$ cat src/rtl/arb_requester.sv
// Three independent job-queue requesters: each buffers up to two burst lengths and
// drives a registered request to a shared arbiter. Define ARB_REQ_TIMEOUT_EN for grant timeout.
module arb_requester (
  input  logic        clk,
  input  logic        rst,
  input  logic [2:0]  job_push,
  input  logic [11:0] job_len,
  input  logic [2:0]  get,
  output logic [2:0]  go,
  output logic [2:0]  beat,
  output logic [2:0]  done,
  output logic [2:0]  job_full,
  output logic [2:0]  busy,
  output logic [2:0]  err
);
  typedef enum logic [1:0] {IDLE = 2'd0, REQ = 2'd1, BURST = 2'd2} state_e;

  state_e     state_q [3];
  state_e     state_d [3];
  logic [3:0] fifo_q  [3][2];
  logic [3:0] fifo_d  [3][2];
  logic [1:0] cnt_q   [3];
  logic [1:0] cnt_d   [3];
  logic [4:0] rem_q   [3];
  logic [4:0] rem_d   [3];
  logic [3:0] head_c  [3];
  logic [2:0] rd_q, rd_d, wr_q, wr_d;
  logic [2:0] push_c, pop_c;
`ifdef ARB_REQ_TIMEOUT_EN
  logic [5:0] tmo_q [3];
  logic [5:0] tmo_d [3];
  logic [2:0] err_q, err_d;
`endif

  always_comb begin
    rd_d = rd_q;
    wr_d = wr_q;
`ifdef ARB_REQ_TIMEOUT_EN
    err_d = err_q;
`endif
    for (int i = 0; i < 3; i++) begin
      state_d[i]   = state_q[i];
      cnt_d[i]     = cnt_q[i];
      rem_d[i]     = rem_q[i];
      fifo_d[i][0] = fifo_q[i][0];
      fifo_d[i][1] = fifo_q[i][1];
      head_c[i]    = fifo_q[i][rd_q[i]];
      // A push into a full buffer is lost even if the head is popped on the same edge
      push_c[i]    = job_push[i] && (cnt_q[i] != 2'd2);
      pop_c[i]     = 1'b0;
      beat[i]      = 1'b0;
      done[i]      = 1'b0;
      go[i]        = (state_q[i] != IDLE);
      busy[i]      = (state_q[i] != IDLE);
      job_full[i]  = (cnt_q[i] == 2'd2);

      case (state_q[i])
        IDLE: begin
          if (cnt_q[i] != 2'd0) begin
            pop_c[i]   = 1'b1;
            rem_d[i]   = (head_c[i] == 4'd0) ? 5'd16 : {1'b0, head_c[i]};
            state_d[i] = REQ;
          end
        end
        REQ, BURST: begin
          if (get[i]) begin
            beat[i]  = 1'b1;
            rem_d[i] = rem_q[i] - 5'd1;
            if (rem_q[i] == 5'd1) begin
              done[i]    = 1'b1;
              state_d[i] = IDLE;
            end else begin
              state_d[i] = BURST;
            end
          end
`ifdef ARB_REQ_TIMEOUT_EN
          else if ((state_q[i] == REQ) && (tmo_q[i] == 6'd62)) begin
            err_d[i]   = 1'b1;
            rem_d[i]   = 5'd0;
            state_d[i] = IDLE;
          end
`endif
        end
        default: state_d[i] = IDLE;
      endcase

`ifdef ARB_REQ_TIMEOUT_EN
      tmo_d[i] = ((state_q[i] == REQ) && (state_d[i] == REQ)) ? tmo_q[i] + 6'd1 : 6'd0;
`endif
      if (push_c[i]) begin
        fifo_d[i][wr_q[i]] = job_len[4*i +: 4];
        wr_d[i]            = ~wr_q[i];
      end
      if (pop_c[i]) rd_d[i] = ~rd_q[i];
      cnt_d[i] = cnt_q[i] + {1'b0, push_c[i]} - {1'b0, pop_c[i]};
    end
  end

  always_ff @(posedge clk) begin
    if (rst) begin
      rd_q <= 3'b000;
      wr_q <= 3'b000;
`ifdef ARB_REQ_TIMEOUT_EN
      err_q <= 3'b000;
`endif
      for (int i = 0; i < 3; i++) begin
        state_q[i] <= IDLE;
        cnt_q[i]   <= 2'd0;
        rem_q[i]   <= 5'd0;
`ifdef ARB_REQ_TIMEOUT_EN
        tmo_q[i]   <= 6'd0;
`endif
      end
    end else begin
      rd_q <= rd_d;
      wr_q <= wr_d;
`ifdef ARB_REQ_TIMEOUT_EN
      err_q <= err_d;
`endif
      for (int i = 0; i < 3; i++) begin
        state_q[i] <= state_d[i];
        cnt_q[i]   <= cnt_d[i];
        rem_q[i]   <= rem_d[i];
`ifdef ARB_REQ_TIMEOUT_EN
        tmo_q[i]   <= tmo_d[i];
`endif
      end
    end
  end

  // Buffer storage carries data only; occupancy is tracked by the reset pointers/count
  always_ff @(posedge clk) begin
    for (int i = 0; i < 3; i++) begin
      fifo_q[i][0] <= fifo_d[i][0];
      fifo_q[i][1] <= fifo_d[i][1];
    end
  end

`ifdef ARB_REQ_TIMEOUT_EN
  assign err = err_q;
`else
  assign err = 3'b000;
`endif

endmodule

$ cat config.mk
export PLATFORM = sky130hd
export DESIGN_NAME = arb_requester
export DESIGN_NICKNAME = d
export VERILOG_FILES = /design/src/rtl/arb_requester.sv
export SDC_FILE = /design/constraint.sdc
export NUM_CORES = 1
export LEC_CHECK = 0
export ABC_AREA = 1
export CORE_MARGIN = 2
export CORE_UTILIZATION = 55
export DETAILED_ROUTE_END_ITERATION = 6
export PLACE_DENSITY = 0.79
export RECOVER_POWER = 50
export SLEW_MARGIN = 20
export SYNTH_ARGS = -nofsm -noshare
export SYNTH_HDL_FRONTEND = slang
export SYNTH_SLANG_ARGS = --single-unit
export TNS_END_PERCENT = 100
$ cat constraint.sdc
create_clock -name clk -period 5.1 [get_ports clk]
set_input_delay 1.02 -clock clk [delete_from_list [all_inputs] [get_ports clk]]
set_output_delay 1.02 -clock clk [all_outputs]
set_load 0.005 [all_outputs]
==> results of run 1 <==
flip-flops by register name, summed over array words and instances, names as in the netlist:
name     count
fifo_q      24
rem_q       15
cnt_q        6
state_q      6
rd_q         3
wr_q         3
layout by cell type (no fill, tap or decap):
| cell type | instances |
|---|---|
| a31oi_1 | 1 |
| a21oi_1 | 21 |
| o21ai_1 | 1 |
| nor3_1 | 3 |
| o21ai_0 | 28 |
| nor2_1 | 60 |
| inv_1 | 67 |
| dfxtp_1 | 33 |
| inv_2 | 3 |
| nand3_1 | 30 |
| nor2_2 | 1 |
| nand2_2 | 3 |
| nand2_1 | 76 |
| clkinv_2 | 3 |
| conb_1 | 3 |
| clkbuf_8 | 11 |
| clkbuf_1 | 2 |
| edfxtp_1 | 24 |
| dlygate4sd3_1 | 16 |
| ha_1 | 20 |
| xnor2_1 | 4 |
| clkdlybuf4s50_1 | 18 |
per-stage QoR:
step / worst slack [ns] / total power (uW) / hold slack [ns] / cell area [sq um] / instances
after floorplan: 2.89 / 1480 / 0.444 / 3010 / 390
after detailed placement: 1.87 / 1720 / 0.478 / 3350 / 482
after CTS: 1.85 / 2090 / 0.487 / 3520 / 498
after global routing: 1.76 / 2260 / 0.504 / 3500 / 498
after global placement: 1.86 / 1680 / 0.455 / 3350 / 482
final: 1.86 / 2050 / 0.486 / 3500 / 498
power by group through the flow:
stage	Combinational (uW)	Clock, uW	Sequential (uW)
6_report	1010	361	673
5_1_grt	1170	396	689
4_1_cts	1040	373	672
3_5_place_dp	1040	0	680
3_3_place_gp	1000	0	677
2_1_floorplan	817	0	662
layer usage:
layer | vias up | GRT usage
met3 | 6 | 0.0488
met5 | - | 0
met2 | 46 | 0.341
li1 | 1283 | -
met4 | 0 | 0.0857
met1 | 1086 | 0.233
logic make-up (layout without fill, tap and decap cells):
| logic type | after synthesis | in the layout | synth area share |
|---|---|---|---|
| xor+xnor | 4 | 4 | 0.0117 |
| fa+ha+maj | 20 | 20 | 0.0834 |
| buf+inv | 82 | 120 | 0.116 |
| other cells | 1 | 3 | 0.00125 |
| simple gates | 173 | 173 | 0.242 |
| compound gates | 51 | 51 | 0.0855 |
| flops | 57 | 57 | 0.460 |
cell type report:
| cell class | instances | share of cell area |
|---|---|---|
| multi-input cells | 251 | 0.358 |
| flip-flops and latches | 57 | 0.395 |
| well taps | 70 | 0.0250 |
| inverters | 70 | 0.0751 |
| clock buffers | 13 | 0.0454 |
| repair buffers | 34 | 0.0972 |
| clock inverters | 3 | 0.00429 |
tightest hold or removal path, stage by stage, from the launching register on:
cell,delay (ns)
dfxtp_1,0.31
nand2_1,0.06
a21oi_1,0.06
worst paths after layout:
kind                                                    to  slack, ns
worst min register to register  state_q[0][3]$_SDFFE_PP0P_       0.49
worst max register to register      cnt_q[0][5]$_SDFF_PP0_       3.28
worst min-delay path            state_q[0][3]$_SDFFE_PP0P_       0.49
worst max-delay path                               done[0]       1.86
cell usage after synthesis:
| cell | number |
|---|---|
| inv_1 | 67 |
| nand2_2 | 3 |
| o21ai_0 | 28 |
| nor2_1 | 59 |
| buf_1 | 2 |
| a21oi_1 | 21 |
| nand3_2 | 2 |
| nand3_4 | 1 |
| nand2_1 | 76 |
| inv_2 | 3 |
| buf_4 | 7 |
| a31oi_1 | 1 |
| clkbuf_1 | 1 |
| nand3_1 | 27 |
| buf_6 | 2 |
| dfxtp_1 | 33 |
| edfxtp_1 | 24 |
| o21ai_1 | 1 |
| nor2_2 | 2 |
| ha_1 | 20 |
| nor3_1 | 3 |
| xnor2_1 | 4 |
| conb_1 | 1 |
==> impl_metrics.env, run 1 <==
export IMPL_outcome="finished clean"
export IMPL_startpoint="get[0]"
export IMPL_wl_met3_microns=214
export IMPL_fin_util=0.677
export IMPL_worstMarginPinSlew_ns=0.601
export IMPL_worstPathRequired_ns=4.08
export IMPL_clk_pin_slew_ns=0.06
export IMPL_crit_top_cell="clkdlybuf4s50_1"
export IMPL_antennaDiodeCount=0
export IMPL_yosysWarnings=0
export IMPL_grt_pass1_vias=2324
export IMPL_routedWlPerCell_microns=10.8
export IMPL_viasPerCell=4.86
export IMPL_track_usage=0.198
export IMPL_swShare=0.415
export IMPL_syn_avg_cell_area_sq_um=7.74
export IMPL_pin_count=38
export IMPL_slowest_delay_ns=0.51
export IMPL_dieArea_sq_mm=0.00606
export IMPL_syn_to_final_growth_pct=16.6
export IMPL_num_vias=2421
export IMPL_ys_seq_area_frac=0.460
export IMPL_max_cap_violations=0
export IMPL_ant_nets=0
export IMPL_ir_drop_mv=0.285
export IMPL_multi_input_comb_area_sq_mm=0.00125
export IMPL_critPathLaunchType="primary input"
export IMPL_rsz0062_at_grt="no"
export IMPL_cts_max_level=3
export IMPL_drt_pass1_iterations=4
export IMPL_leakagePower_uw=0.00164
export IMPL_regArea_sq_mm=0.00138
export IMPL_routed_wl_microns=5390
export IMPL_crit_fanout=2
export IMPL_p_clk_frac=0.176
export IMPL_cts_tree="yes"
export IMPL_drv_slew=0
export IMPL_synth_area_top_cells="edfxtp_1, dfxtp_1, nand2_1, inv_1, ha_1"
export IMPL_max_freq_mhz=309
export IMPL_cp_top_family="buffers and inverters"
export IMPL_grt_max_degree=22
export IMPL_grt_overflow=0
export IMPL_p_sw_uw=850
export IMPL_fillers=443
export IMPL_min_from="state_q[0][3]$_SDFFE_PP0P_"
export IMPL_yosys_area_top_type="edfxtp_1"
export IMPL_clockRootBuffer="clkbuf_8"
export IMPL_ys_ff_latch=57
export IMPL_finalHoldViolCount=0
export IMPL_cts_resized_gates=0
export IMPL_wirelength_met1_microns=2430
export IMPL_gp_congestion=0.859
export IMPL_p_seq_frac=0.328
export IMPL_hpwl_microns=4010
export IMPL_yosysUniqueCellTypes=23
export IMPL_hold_path_class="flop to flop"
export IMPL_r2r_start="state_q[0][5]$_SDFFE_PP0P_"
export IMPL_initial_core_util=0.580
export IMPL_worstSkewPairLatency_ns=0.32
export IMPL_dr_wl_met2_microns=2670
export IMPL_place_port_buffers=34
export IMPL_worst_hold_path_num_cells=2
export IMPL_slew_headroom=0.599
export IMPL_ctsLongestPathBuffers=2
export IMPL_die_w_microns=77.9
export IMPL_grt_pass1_wl_microns=9520
export IMPL_synthCells=388
export IMPL_rows=26
export IMPL_numCtsBuffers=9
export IMPL_tns_ns=0
export IMPL_clock_sinks=57
export IMPL_cts_setup_buffers=0
export IMPL_worstSetupPathDepth=4
export IMPL_path_class="primary input to output port"
export IMPL_reg2regPathDepth=10
export IMPL_antenna_found_initial=0
export IMPL_final_nets=463
export IMPL_coreArea_sq_mm=0.00517
export IMPL_finClkSkew_ns=0.00525
export IMPL_synth_top_area_frac=0.240
export IMPL_crit_path_top_delay_cell="clkdlybuf4s50_1"
export IMPL_timing_final_crit_share=0.635
export IMPL_cp_num_buf_inv=2
export IMPL_drive_above_1_share=0.0491
export IMPL_comb_power_share=0.495
export IMPL_setup_viol=0
export IMPL_drt_initial_drc_count=77
export IMPL_post_cts_hold_buffer_count=0
export IMPL_crit_path_end_kind="output port"
export IMPL_die_h_microns=77.9
export IMPL_arrival_ns=2.22
export IMPL_internal_power_uw=1200
export IMPL_highest_layer="met4"
export IMPL_min_period_ns=3.24
export IMPL_power_density_mw_per_mm2=585
export IMPL_synth_cell_area_sq_mm=0.00300
export IMPL_drcViolationCount=0
export IMPL_path_cells="clkdlybuf4s50_1 > nand2_1 > nor2_1 > clkdlybuf4s50_1"
Power figures use the tool's default switching activity.
==> run 2, diff against run 1 <==
- CORE_UTILIZATION: 55 -> 50
- PLACE_DENSITY: 0.79 -> 0.76
- clock period: 5.1 -> 2.7 ns (I/O delays scaled with it)
==> impl_metrics.env, run 2 (synthesis gave the netlist of run 1 again) <==
export IMPL_slowest_delay_ns=0.50
export IMPL_largest_register="fifo_q"
export IMPL_arrival_ns=1.92
export IMPL_coreArea_sq_mm=0.00585
export IMPL_top_regs="fifo_q x24, rem_q x15"
export IMPL_max_freq_mhz=406
export IMPL_post_cts_hold_buffer_count=0
export IMPL_worstPathRequired_ns=2.16
export IMPL_finalHoldViolCount=0
export IMPL_cts_tree="yes"
export IMPL_worstSetupPathDepth=5
export IMPL_final_cell_mix="nand2_1, inv_1, nor2_1"
export IMPL_dieArea_sq_mm=0.00664
export IMPL_ir_drop_mv=0.567
export IMPL_die_h_microns=81.5
export IMPL_place_port_buffers=34
export IMPL_final_common_cell="nand2_1"
export IMPL_clk_pin_slew_ns=0.06
export IMPL_finClkSkew_ns=0.00743
export IMPL_ant_nets=0
export IMPL_r2r_start="state_q[0][4]$_SDFFE_PP0P_"
export IMPL_grt_max_degree=22
export IMPL_syn_to_final_growth_pct=17.3
export IMPL_crit_fanout=8
export IMPL_final_nets=464
export IMPL_path_cells="inv_1 > ha_1 > nand2_1 > nor2_1 > clkdlybuf4s50_1"
export IMPL_antennaDiodeCount=0
export IMPL_timing_rr_end="cnt_q[0][5]$_SDFF_PP0_"
export IMPL_setup_viol=0
export IMPL_initial_core_util=0.513
export IMPL_clockRootBuffer="clkbuf_8"
export IMPL_totalPowerFinal_uw=3870
export IMPL_min_from="state_q[0][3]$_SDFFE_PP0P_"
export IMPL_path_class="flop to output port"
export IMPL_r2r_setup_slack_ns=0.82
export IMPL_worstMarginPinSlew_ns=0.613
export IMPL_crit_path_end="done[2]"
export IMPL_cts_setup_buffers=0
export IMPL_antenna_found_initial=0
export IMPL_fin_util=0.602
export IMPL_die_w_microns=81.5
export IMPL_cp_top_family="buffers and inverters"
export IMPL_rows=28
export IMPL_cp_num_buf_inv=2
export IMPL_reg2regPathDepth=10
export IMPL_crit_path_end_kind="output port"
export IMPL_cts_resized_gates=0
export IMPL_grt_pass1_wl_microns=9090
export IMPL_grt_overflow=0
export IMPL_pin_count=38
export IMPL_viasPerCell=4.75
export IMPL_drcViolationCount=0
export IMPL_tns_ns=0
export IMPL_rsz0062_at_grt="no"
export IMPL_power_density_mw_per_mm2=1100
export IMPL_drt_initial_drc_count=97
export IMPL_fin_area_sq_mm=0.00352
export IMPL_hold_path_class="flop to flop"
export IMPL_critPathLaunchType="flop"
export IMPL_max_cap_violations=0
export IMPL_gp_congestion=0.868
export IMPL_drv_slew=0
export IMPL_ctsLongestPathBuffers=2
export IMPL_track_usage=0.180
export IMPL_min_period_ns=2.46
export IMPL_largest_reg_flops=24
export IMPL_numCtsBuffers=9
export IMPL_grt_pass1_vias=2241
export IMPL_routed_wl_microns=5340
export IMPL_drt_pass1_iterations=4
export IMPL_hpwl_microns=4050
export IMPL_startpoint="state_q[0][4]$_SDFFE_PP0P_"
export IMPL_worstSkewPairLatency_ns=0.33
export IMPL_routedWlPerCell_microns=10.6
export IMPL_leakagePower_uw=0.00164
export IMPL_outcome="finished clean"
export IMPL_fillers=528
export IMPL_timing_final_crit_share=0.913
export IMPL_placed_area_sq_mm=0.00336
export IMPL_clock_sinks=57
export IMPL_crit_path_top_delay_cell="clkdlybuf4s50_1"
export IMPL_drive_above_1_share=0.0583
export IMPL_cts_max_level=3
export IMPL_slew_headroom=0.591
export IMPL_num_vias=2395
## run 2: routing by layer
metal,part of all wire,routed length (microns),vias up,track usage
met5,0,0,-,0
met4,0.013,70,0,0.0966
met3,0.040,215,8,0.0440
met2,0.47,2520,51,0.296
met1,0.47,2530,1052,0.217
li1,-,-,1284,-
## run 2: worst register-to-register path, stage by stage (launching register included)
cell,delay [ns]
dfxtp_1,0.32
inv_1,0.10
ha_1,0.25
inv_1,0.11
nor2_1,0.20
ha_1,0.26
inv_1,0.05
ha_1,0.15
xnor2_1,0.13
o21ai_0,0.09
a21oi_1,0.13
## run 2: worst min-delay path by stage
stage	to	slack, ns	depth (start not counted)
finish	state_q[0][3]$_SDFFE_PP0P_	0.49	2
global route	rem_q[0][8]$_SDFFE_PP0P_	0.51	2
CTS	rem_q[0][8]$_SDFFE_PP0P_	0.49	2
detailed placement	rem_q[0][8]$_SDFFE_PP0P_	0.48	2
global placement	state_q[0][3]$_SDFFE_PP0P_	0.45	2
floorplan	state_q[0][3]$_SDFFE_PP0P_	0.44	2
## run 2: cell type report
class | count | area (sq um) | share of cell area
inverter | 70 | 263 | 0.0747
tap | 75 | 93.8 | 0.0267
timing repair buffer | 35 | 348 | 0.0988
sequential | 57 | 1380 | 0.392
clock buffer | 11 | 131 | 0.0373
clock inverter | 5 | 23.8 | 0.00675
multi-input combinational | 251 | 1280 | 0.363
## run 2: through the flow
step	instances	hold slack, ns	worst slack, ns
after CTS	504	0.487	0.204
after global routing	504	0.505	0.0749
final	504	0.485	0.235
after floorplan	390	0.444	1.03
after global placement	488	0.453	0.430
after detailed placement	488	0.477	0.421
## run 2: where the power goes
group          internal [uW]  switching (uW)  total (uW)
registers               1130             146        1270
logic                    779            1180        1960
clock network            323             309         632
